==> src/rtl/knn_feeder_if.sv <==
// Beat-in / result-out handshake bundle for the kNN feeder.
// The host drives beats and accepts results; the feeder does the rest.
interface knn_feeder_if #(
  parameter int VECT_LEN = 4,
  parameter int WORD_LEN = 6,
  parameter int LBL_LEN  = 10
);
  logic                  s_valid;
  logic                  s_ready;
  logic                  s_query;
  logic [WORD_LEN-1:0]   s_vec [VECT_LEN];
  logic [LBL_LEN-1:0]    s_lbl;
  logic                  res_valid;
  logic                  res_ready;
  logic [LBL_LEN/2-1:0]  res_x;
  logic [LBL_LEN/2-1:0]  res_y;

  modport master (
    output s_valid, s_query, s_vec, s_lbl, res_ready,
    input  s_ready, res_valid, res_x, res_y
  );

  modport slave (
    input  s_valid, s_query, s_vec, s_lbl, res_ready,
    output s_ready, res_valid, res_x, res_y
  );
endinterface

==> src/rtl/knn_feeder.sv <==
// Host-side loader for the kNN classifier: rotates training vectors
// into slots, strobes query arguments and returns the x/y result.
module knn_feeder #(
  parameter int VECT_NUM = 6,
  parameter int VECT_LEN = 4,
  parameter int WORD_LEN = 6,
  parameter int LBL_LEN  = 10,
  parameter int RES_LAT  = 16
) (
  input  logic                 clk,
  input  logic                 rst_n,
  knn_feeder_if.slave          s,
  output logic [VECT_NUM-1:0]  dclk,
  output logic                 enaV,
  output logic [WORD_LEN-1:0]  inV [VECT_LEN],
  output logic [LBL_LEN-1:0]   inL,
  input  logic [LBL_LEN/2-1:0] x_in,
  input  logic [LBL_LEN/2-1:0] y_in,
  output logic                 loaded,
  output logic                 err
);
  localparam int CW = $clog2(RES_LAT + 1);
  localparam int SW = (VECT_NUM > 1) ? $clog2(VECT_NUM) : 1;
  localparam int HL = LBL_LEN / 2;

  typedef enum logic [1:0] {IDLE, WAIT, RESULT} state_e;

  state_e              state_q, state_d;
  logic [CW-1:0]       cnt_q, cnt_d;
  logic [SW-1:0]       slot_q, slot_d;
  logic [VECT_NUM-1:0] dclk_q, dclk_d;
  logic                enav_q, enav_d;
  logic [WORD_LEN-1:0] inv_q [VECT_LEN];
  logic [WORD_LEN-1:0] inv_d [VECT_LEN];
  logic [LBL_LEN-1:0]  inl_q, inl_d;
  logic                ld_q, ld_d;
  logic                err_q, err_d;
  logic                rv_q, rv_d;
  logic [HL-1:0]       rx_q, rx_d;
  logic [HL-1:0]       ry_q, ry_d;
  logic                rdy_q, rdy_d;

  always_comb begin
    state_d = state_q;
    cnt_d   = cnt_q;
    slot_d  = slot_q;
    dclk_d  = '0;
    enav_d  = 1'b0;
    err_d   = 1'b0;
    inv_d   = inv_q;
    inl_d   = inl_q;
    ld_d    = ld_q;
    rv_d    = rv_q;
    rx_d    = rx_q;
    ry_d    = ry_q;
    unique case (state_q)
      IDLE: begin
        if (s.s_valid && rdy_q) begin
          if (!s.s_query) begin
            inv_d  = s.s_vec;
            inl_d  = s.s_lbl;
            dclk_d = VECT_NUM'(1) << slot_q;
            if (slot_q == SW'(VECT_NUM - 1)) begin
              slot_d = '0;
              ld_d   = 1'b1;
            end else begin
              slot_d = slot_q + 1'b1;
            end
          end else if (!ld_q) begin
            err_d = 1'b1;
          end else begin
            inv_d   = s.s_vec;
            enav_d  = 1'b1;
            cnt_d   = CW'(RES_LAT);
            state_d = WAIT;
          end
        end
      end
      WAIT: begin
        if (cnt_q == CW'(1)) begin
          rx_d    = x_in;
          ry_d    = y_in;
          rv_d    = 1'b1;
          state_d = RESULT;
        end else begin
          cnt_d = cnt_q - 1'b1;
        end
      end
      RESULT: begin
        if (s.res_ready) begin
          rv_d    = 1'b0;
          state_d = IDLE;
        end
      end
      default: state_d = IDLE;
    endcase
    // ready is a registered decode so it reads 0 while in reset
    rdy_d = (state_d == IDLE);
  end

  always_ff @(posedge clk or negedge rst_n) begin
    if (!rst_n) begin
      state_q <= IDLE;
      cnt_q   <= '0;
      slot_q  <= '0;
      dclk_q  <= '0;
      enav_q  <= 1'b0;
      inv_q   <= '{default: '0};
      inl_q   <= '0;
      ld_q    <= 1'b0;
      err_q   <= 1'b0;
      rv_q    <= 1'b0;
      rx_q    <= '0;
      ry_q    <= '0;
      rdy_q   <= 1'b0;
    end else begin
      state_q <= state_d;
      cnt_q   <= cnt_d;
      slot_q  <= slot_d;
      dclk_q  <= dclk_d;
      enav_q  <= enav_d;
      inv_q   <= inv_d;
      inl_q   <= inl_d;
      ld_q    <= ld_d;
      err_q   <= err_d;
      rv_q    <= rv_d;
      rx_q    <= rx_d;
      ry_q    <= ry_d;
      rdy_q   <= rdy_d;
    end
  end

  assign s.s_ready   = rdy_q;
  assign s.res_valid = rv_q;
  assign s.res_x     = rx_q;
  assign s.res_y     = ry_q;
  assign dclk        = dclk_q;
  assign enaV        = enav_q;
  assign inV         = inv_q;
  assign inL         = inl_q;
  assign loaded      = ld_q;
  assign err         = err_q;
endmodule

==> src/flat_wrapper.sv <==
// flat-port wrapper written by rule: the top's interface ports become plain ports
module knn_feeder_flat 
#(
  parameter int VECT_NUM = 6,
  parameter int VECT_LEN = 4,
  parameter int WORD_LEN = 6,
  parameter int LBL_LEN  = 10,
  parameter int RES_LAT  = 16
)
  (clk, rst_n, dclk, enaV, inV, inL, x_in, y_in, loaded, err, s_s_valid, s_s_query, s_s_vec, s_s_lbl, s_res_ready, s_s_ready, s_res_valid, s_res_x, s_res_y);
  knn_feeder_if #(.VECT_LEN(VECT_LEN), .WORD_LEN(WORD_LEN), .LBL_LEN(LBL_LEN)) s_i ();
  input  logic clk;
  input  logic rst_n;
  output logic [VECT_NUM-1:0] dclk;
  output logic enaV;
  output logic [WORD_LEN-1:0] inV[VECT_LEN];
  output logic [LBL_LEN-1:0] inL;
  input  logic [LBL_LEN/2-1:0] x_in;
  input  logic [LBL_LEN/2-1:0] y_in;
  output logic loaded;
  output logic err;
  input wire logic [$bits(s_i.s_valid)-1:0] s_s_valid;
  input wire logic [$bits(s_i.s_query)-1:0] s_s_query;
  input wire logic [$bits(s_i.s_vec)-1:0] s_s_vec;
  input wire logic [$bits(s_i.s_lbl)-1:0] s_s_lbl;
  input wire logic [$bits(s_i.res_ready)-1:0] s_res_ready;
  output wire logic [$bits(s_i.s_ready)-1:0] s_s_ready;
  output wire logic [$bits(s_i.res_valid)-1:0] s_res_valid;
  output wire logic [$bits(s_i.res_x)-1:0] s_res_x;
  output wire logic [$bits(s_i.res_y)-1:0] s_res_y;
  assign s_i.s_valid = s_s_valid;
  assign s_i.s_query = s_s_query;
  assign s_i.s_vec = {>>{s_s_vec}};
  assign s_i.s_lbl = s_s_lbl;
  assign s_i.res_ready = s_res_ready;
  assign s_s_ready = s_i.s_ready;
  assign s_res_valid = s_i.res_valid;
  assign s_res_x = s_i.res_x;
  assign s_res_y = s_i.res_y;
  knn_feeder #(.VECT_NUM(VECT_NUM), .VECT_LEN(VECT_LEN), .WORD_LEN(WORD_LEN), .LBL_LEN(LBL_LEN), .RES_LAT(RES_LAT)) u_core (.clk(clk), .rst_n(rst_n), .s(s_i), .dclk(dclk), .enaV(enaV), .inV(inV), .inL(inL), .x_in(x_in), .y_in(y_in), .loaded(loaded), .err(err));
endmodule
==> config.mk <==
export PLATFORM = sky130hd
export DESIGN_NAME = knn_feeder_flat
export DESIGN_NICKNAME = d
export VERILOG_FILES = /design/src/rtl/knn_feeder_if.sv /design/src/rtl/knn_feeder.sv /design/src/flat_wrapper.sv
export SDC_FILE = /design/constraint.sdc
export NUM_CORES = 1
export LEC_CHECK = 0
export CAP_MARGIN = 20
export CORE_MARGIN = 2
export CORE_UTILIZATION = 46
export CTS_CLUSTER_SIZE = 20
export DETAILED_ROUTE_END_ITERATION = 7
export HOLD_SLACK_MARGIN = 0.03
export PLACE_DENSITY = 0.85
export SLEW_MARGIN = 20
export SYNTH_ARGS = -nofsm -noshare
export SYNTH_HDL_FRONTEND = slang
export SYNTH_SLANG_ARGS = --single-unit
export TNS_END_PERCENT = 20
==> constraint.sdc <==
create_clock -name clk -period 2.2 [get_ports clk]
set_input_delay 0.55 -clock clk [delete_from_list [all_inputs] [get_ports clk]]
set_output_delay 0.55 -clock clk [all_outputs]
set_load 0.02 [all_outputs]
# Word level (Yosys, flattened, before mapping)

Cells that the tools add are included.

Output and inout bits: 55
Word-level logic and storage cells: 70
Bits in registers: 65

Shift operators: 1
Mux-type cells: 28
Reductions and logical operators: 11
Add/subtract/negate cells: 2
Equal/unequal tests: 11
Bitwise operators: 1

Operator list:

| kind                                                   | count |
|---|---|
| two-way mux 24 bit                                     | 2 |
| two-way mux 5 bit                                      | 4 |
| two-way mux 6 bit                                      | 3 |
| two-way mux 1 bit                                      | 10 |
| two-way mux 2 bit                                      | 5 |
| case mux 5 bit (2 select lines)                        | 1 |
| AND reduction 3 bit                                    | 3 |
| inequality test 2 x 1 -> 1 bit (second input constant) | 4 |
| inequality test 2 bit (second input constant)          | 3 |
| case mux 2 bit (3 select lines)                        | 1 |
| left shift 1 x 3 -> 6 bit (first input constant)       | 1 |
| equality test 5 x 1 -> 1 bit (second input constant)   | 1 |
| AND reduction 5 bit                                    | 1 |
| subtractor 5 x 1 -> 5 bit (second input constant)      | 1 |
| logical NOT 2 bit                                      | 2 |
| AND reduction 4 bit                                    | 1 |
| nonzero test 2 bit                                     | 2 |
| adder 3 x 1 -> 3 bit (second input constant)           | 1 |
| equality test 3 bit (second input constant)            | 1 |
| two-way mux 3 bit                                      | 1 |
| equality test 2 x 1 -> 1 bit (second input constant)   | 1 |
| equality test 2 bit (second input constant)            | 1 |
| case mux 1 bit (2 select lines)                        | 1 |
| AND reduction 2 bit                                    | 1 |
| 2 further kinds                                        | 2 |

# Logic depth before layout (Yosys ltp)

Depth after elaboration: 5
Mapped depth: 6
Mapped depth without buffers: 6

# Worst setup path after synthesis

Ideal clock, no wire load.

Path type: in2reg
Start point: input s_s_valid
End point: register u_core.inv_q, in the netlist u_core.inV[0]
Data arrival time: 1385 ps
Stages on the path: 4
Path slack: 691 ps
Required time: 2075 ps
Path buffers: 1
Cell sequence: and4bb_2 nand2_2 buf_4 mux2_2

Cells in the longest elaborated chain, start to end: 2

RTL lines:

| what                          | line               | text |
|---|---|---|
| start, declared               | flat_wrapper.sv:22 | `input wire logic [$bits(s_i.s_valid)-1:0] s_s_valid;` |
| logical AND 1 bit             | knn_feeder.sv:58   | `if (s.s_valid && rdy_q) begin` |
| AND reduction 3 bit (no line) | -                  |  |
| end signal, assigned          | knn_feeder.sv:122  | `inv_q <= inv_d;` |
| end, declared                 | knn_feeder.sv:33   | `logic [WORD_LEN-1:0] inv_q [VECT_LEN];` |

Every way passes these cells.
A chain may end at the register's enable or synchronous reset.

# Final worst setup path

Start point: register u_core.ld_q (netlist: u_core.loaded)
End point: output loaded

RTL lines:

| what                   | line               | text |
|---|---|---|
| start, declared        | knn_feeder.sv:36   | `logic ld_q, ld_d;` |
| start signal, assigned | knn_feeder.sv:124  | `ld_q <= ld_d;` |
| end, declared          | flat_wrapper.sv:20 | `output logic loaded;` |

No word-level cell between the ends.

==> out/results.ini <==
[critical_path]
worstSetupPathType = flip-flop to output port
worstPathRequired_ps = 1650
critical_path.cell_chain = clkdlybuf4s50_1
cp_slowest_cell = clkdlybuf4s50_1
cp-end-kind = output port
critical_path_peak_fanout = 4
arrival_ps = 1370
cp.depth = 1
path_buf_inv = 1
ff2ff_path_depth = 5
worst_setup_path_start_kind = flip-flop
cpPeakStageDelay_ps = 640
critPathTopFamily = buffers and inverters

[hold_path]
hold_path_class = primary input to asynchronous set/reset pin

[place]
pre_cts_slack_ps = 213
hpwlAfterDp_um = 4200
placed_cell_area_um2 = 3730
portBuffers = 103
placed_cells = 369
gp_congestion = 0.774

[floorplanning]
core_um2 = 5470
die_h_um = 78.9
die_w_um = 78.9
ioPinCount = 104
num_rows = 27
initial_core_util = 0.472
die_area_um2 = 6230

[sta]
setup_viol = 0
fmaxAchievable_ghz = 0.521
grt_setup_unrepaired = false
final-hold-violation-count = 0
setup_ws_ps = 279
tns_ps = 0
drv_slew = 0
tightest_slew_ps = 458
fin_crit_ps = 1920
finalCritPeriodShare = 0.873
timing.hold.ws_ps = 163
relSlewSlack = 0.694
fin_skew_ps = 6.91

[run]
cap_violations = 0

[grt]
met1_usage = 0.222
grtUsageTotal = 0.194
first_global_vias = 1920
overflow = 0
busiest_layer = met2
antenna_found_initial = 0
globalRouteMet3Util = 0.0500
grt_use_met2 = 0.331
grt_max_degree = 25
grt_pass1_wl_um = 9120

[logic_synthesis]
ys_top_cells_by_area = dfrtp_1 (63%), mux2_2 (11%), nand2_1 (4.8%), mux2_4 (4.7%), ha_1 (1.5%)
synthArstFlopShare = 1.00
synthMuxAreaShare = 0.164
avgSynthCellArea_um2 = 13.4
synth-seq-cells = 65
synthXorXnorAreaFrac = 0.00339
netlist_area_um2 = 2580
yosys.area_share.simple = 0.124
synth_cell_types = 31
yosysWarnings = 0
yosysTopAreaCellShare = 0.630
synth_edf_count = 0
synth_top_flop_cell = dfrtp_1
synth_top_area_cell = dfrtp_1
syn_nets = 245
ys_seq_area_frac = 0.630
synthCells = 193
synth_fa_ha_area_frac = 0.0145
synth_compound_area_frac = 0.0412
synth_top_family_by_area = multiplexers

[pwr]
p_leak_nw = 1.77
vdd_drop_max_mv = 0.707
power_density_nw_per_um2 = 1460

[clock_network]
cts_tree = done
root_buffer = clkbuf_8
ctsHtreeMaxLevel = 3
cts_setup_buffers = 0
cts.sinks = 65
clk_pin_slew_worst_paths_ps = 70
cts_inserted_buffers = 9
cts.path.max_buffers = 2
clk_latency_ps = 330
cts_resized = 0
hold_buffers = 0

[cells_and_area]
finish.instance_area_um2 = 3930
area_delta_synth_final_pct = 52.2
layout_common_cells = clkdlybuf4s50_1 (102), dfrtp_1 (65), nand2_1 (33)
fill_cells = 411
fin_cells = 384
antenna_cells = 0
nets = 360
drive_above_1_share = 0.199
mostFrequentLayoutCell = clkdlybuf4s50_1

[routing]
drc = 0
finalWirelength_um = 5700
viasPerCell = 4.92
dr.pass1.iters = 4
first_iter_violations = 69
drtAntennaViolNets = 0
vias = 1888
wl_per_cell_um = 14.9

[status]
status = completed

## logic make-up after synthesis
kind of cell | count (synthesis)
and+or+nand+nor | 62
muxes | 35
AOI/OAI and AO/OA | 16
adders and majority gates | 3
buffers and inverters | 11
DFF | 65
xor gates and xnor gates | 1
## area by class of cell
type                            count  area [um2]  area share
Sequential cell                    65        1630       0.414
Timing Repair Buffer              110        1100       0.281
Multi-Input combinational cell    117         895       0.228
Clock buffer                       12         155      0.0395
Tap cell                           72        90.1      0.0229
Clock inverter                      3        40.0      0.0102
Inverter                            5        18.8     0.00478
## worst register-to-register path: stages (launching register included)
cell,delay [ps]
dfrtp_1,380
inv_1,100
ha_1,150
nor4b_4,270
nand2_2,300
mux2_4,380
## synth_stat cells (all sizes together) (2+ instances only)
| cell | n |
|---|---|
| nor3b | 2 |
| a21oi | 2 |
| and2 | 2 |
| and3 | 4 |
| ha | 3 |
| a31oi | 3 |
| nand2b | 6 |
| inv | 5 |
| dfrtp | 65 |
| nor2 | 7 |
| buf | 4 |
| mux2 | 34 |
| nand2 | 35 |
| o21ai | 6 |
| clkbuf | 2 |
## through the flow
stage,power [mW],utilization
3_5_place_dp,4.80,0.682
4_1_cts,5.81,0.718
5_1_grt,6.10,0.718
6_report,5.75,0.718
3_3_place_gp,4.70,0.682
2_1_floorplan,3.53,-
## worst paths after layout
kind | to | slack (ps) | startpoint
setup / recovery | loaded | 280 | u_core.loaded$_DFFE_PN0P_
hold / removal | u_core.state_q[0]$_DFF_PN0_ | 160 | rst_n
setup reg to reg | u_core.s.res_x[1]$_DFFE_PN0P_ | 520 | u_core.cnt_q[1]$_DFFE_PN0P_
hold reg to reg | u_core.inL[2]$_DFFE_PN0P_ | 480 | u_core.inL[2]$_DFFE_PN0P_
max in group asynchronous | u_core.enaV$_DFF_PN0_ | 1430 | rst_n
min in group clk | u_core.inL[2]$_DFFE_PN0P_ | 480 | u_core.inL[2]$_DFFE_PN0P_
## where the power goes
group	switching, mW	total (mW)	internal [mW]
clock	0.419	0.994	0.576
combinational	1.24	2.68	1.44
sequential	0.345	2.07	1.73
total	2.00	5.75	3.75
## flip-flops by register name (all words and copies together) (netlist names)
| name | flops |
|---|---|
| u_core.inV | 24 |
| u_core.inL | 10 |
| u_core.dclk | 6 |
| u_core.cnt_q | 5 |
| u_core.s.res_x | 5 |
| u_core.s.res_y | 5 |
| u_core.slot_q | 3 |
| u_core.state_q | 2 |
| u_core.enaV | 1 |
| u_core.err | 1 |
| u_core.loaded | 1 |
| u_core.s.res_valid | 1 |
| u_core.s.s_ready | 1 |
## layer usage
layer | routed length, um | share of wire
met1 | 2320 | 0.41
met2 | 2920 | 0.51
met3 | 349 | 0.061
met4 | 119 | 0.021
met5 | 0 | 0
No activity file was read; power rests on OpenSTA's default activity.
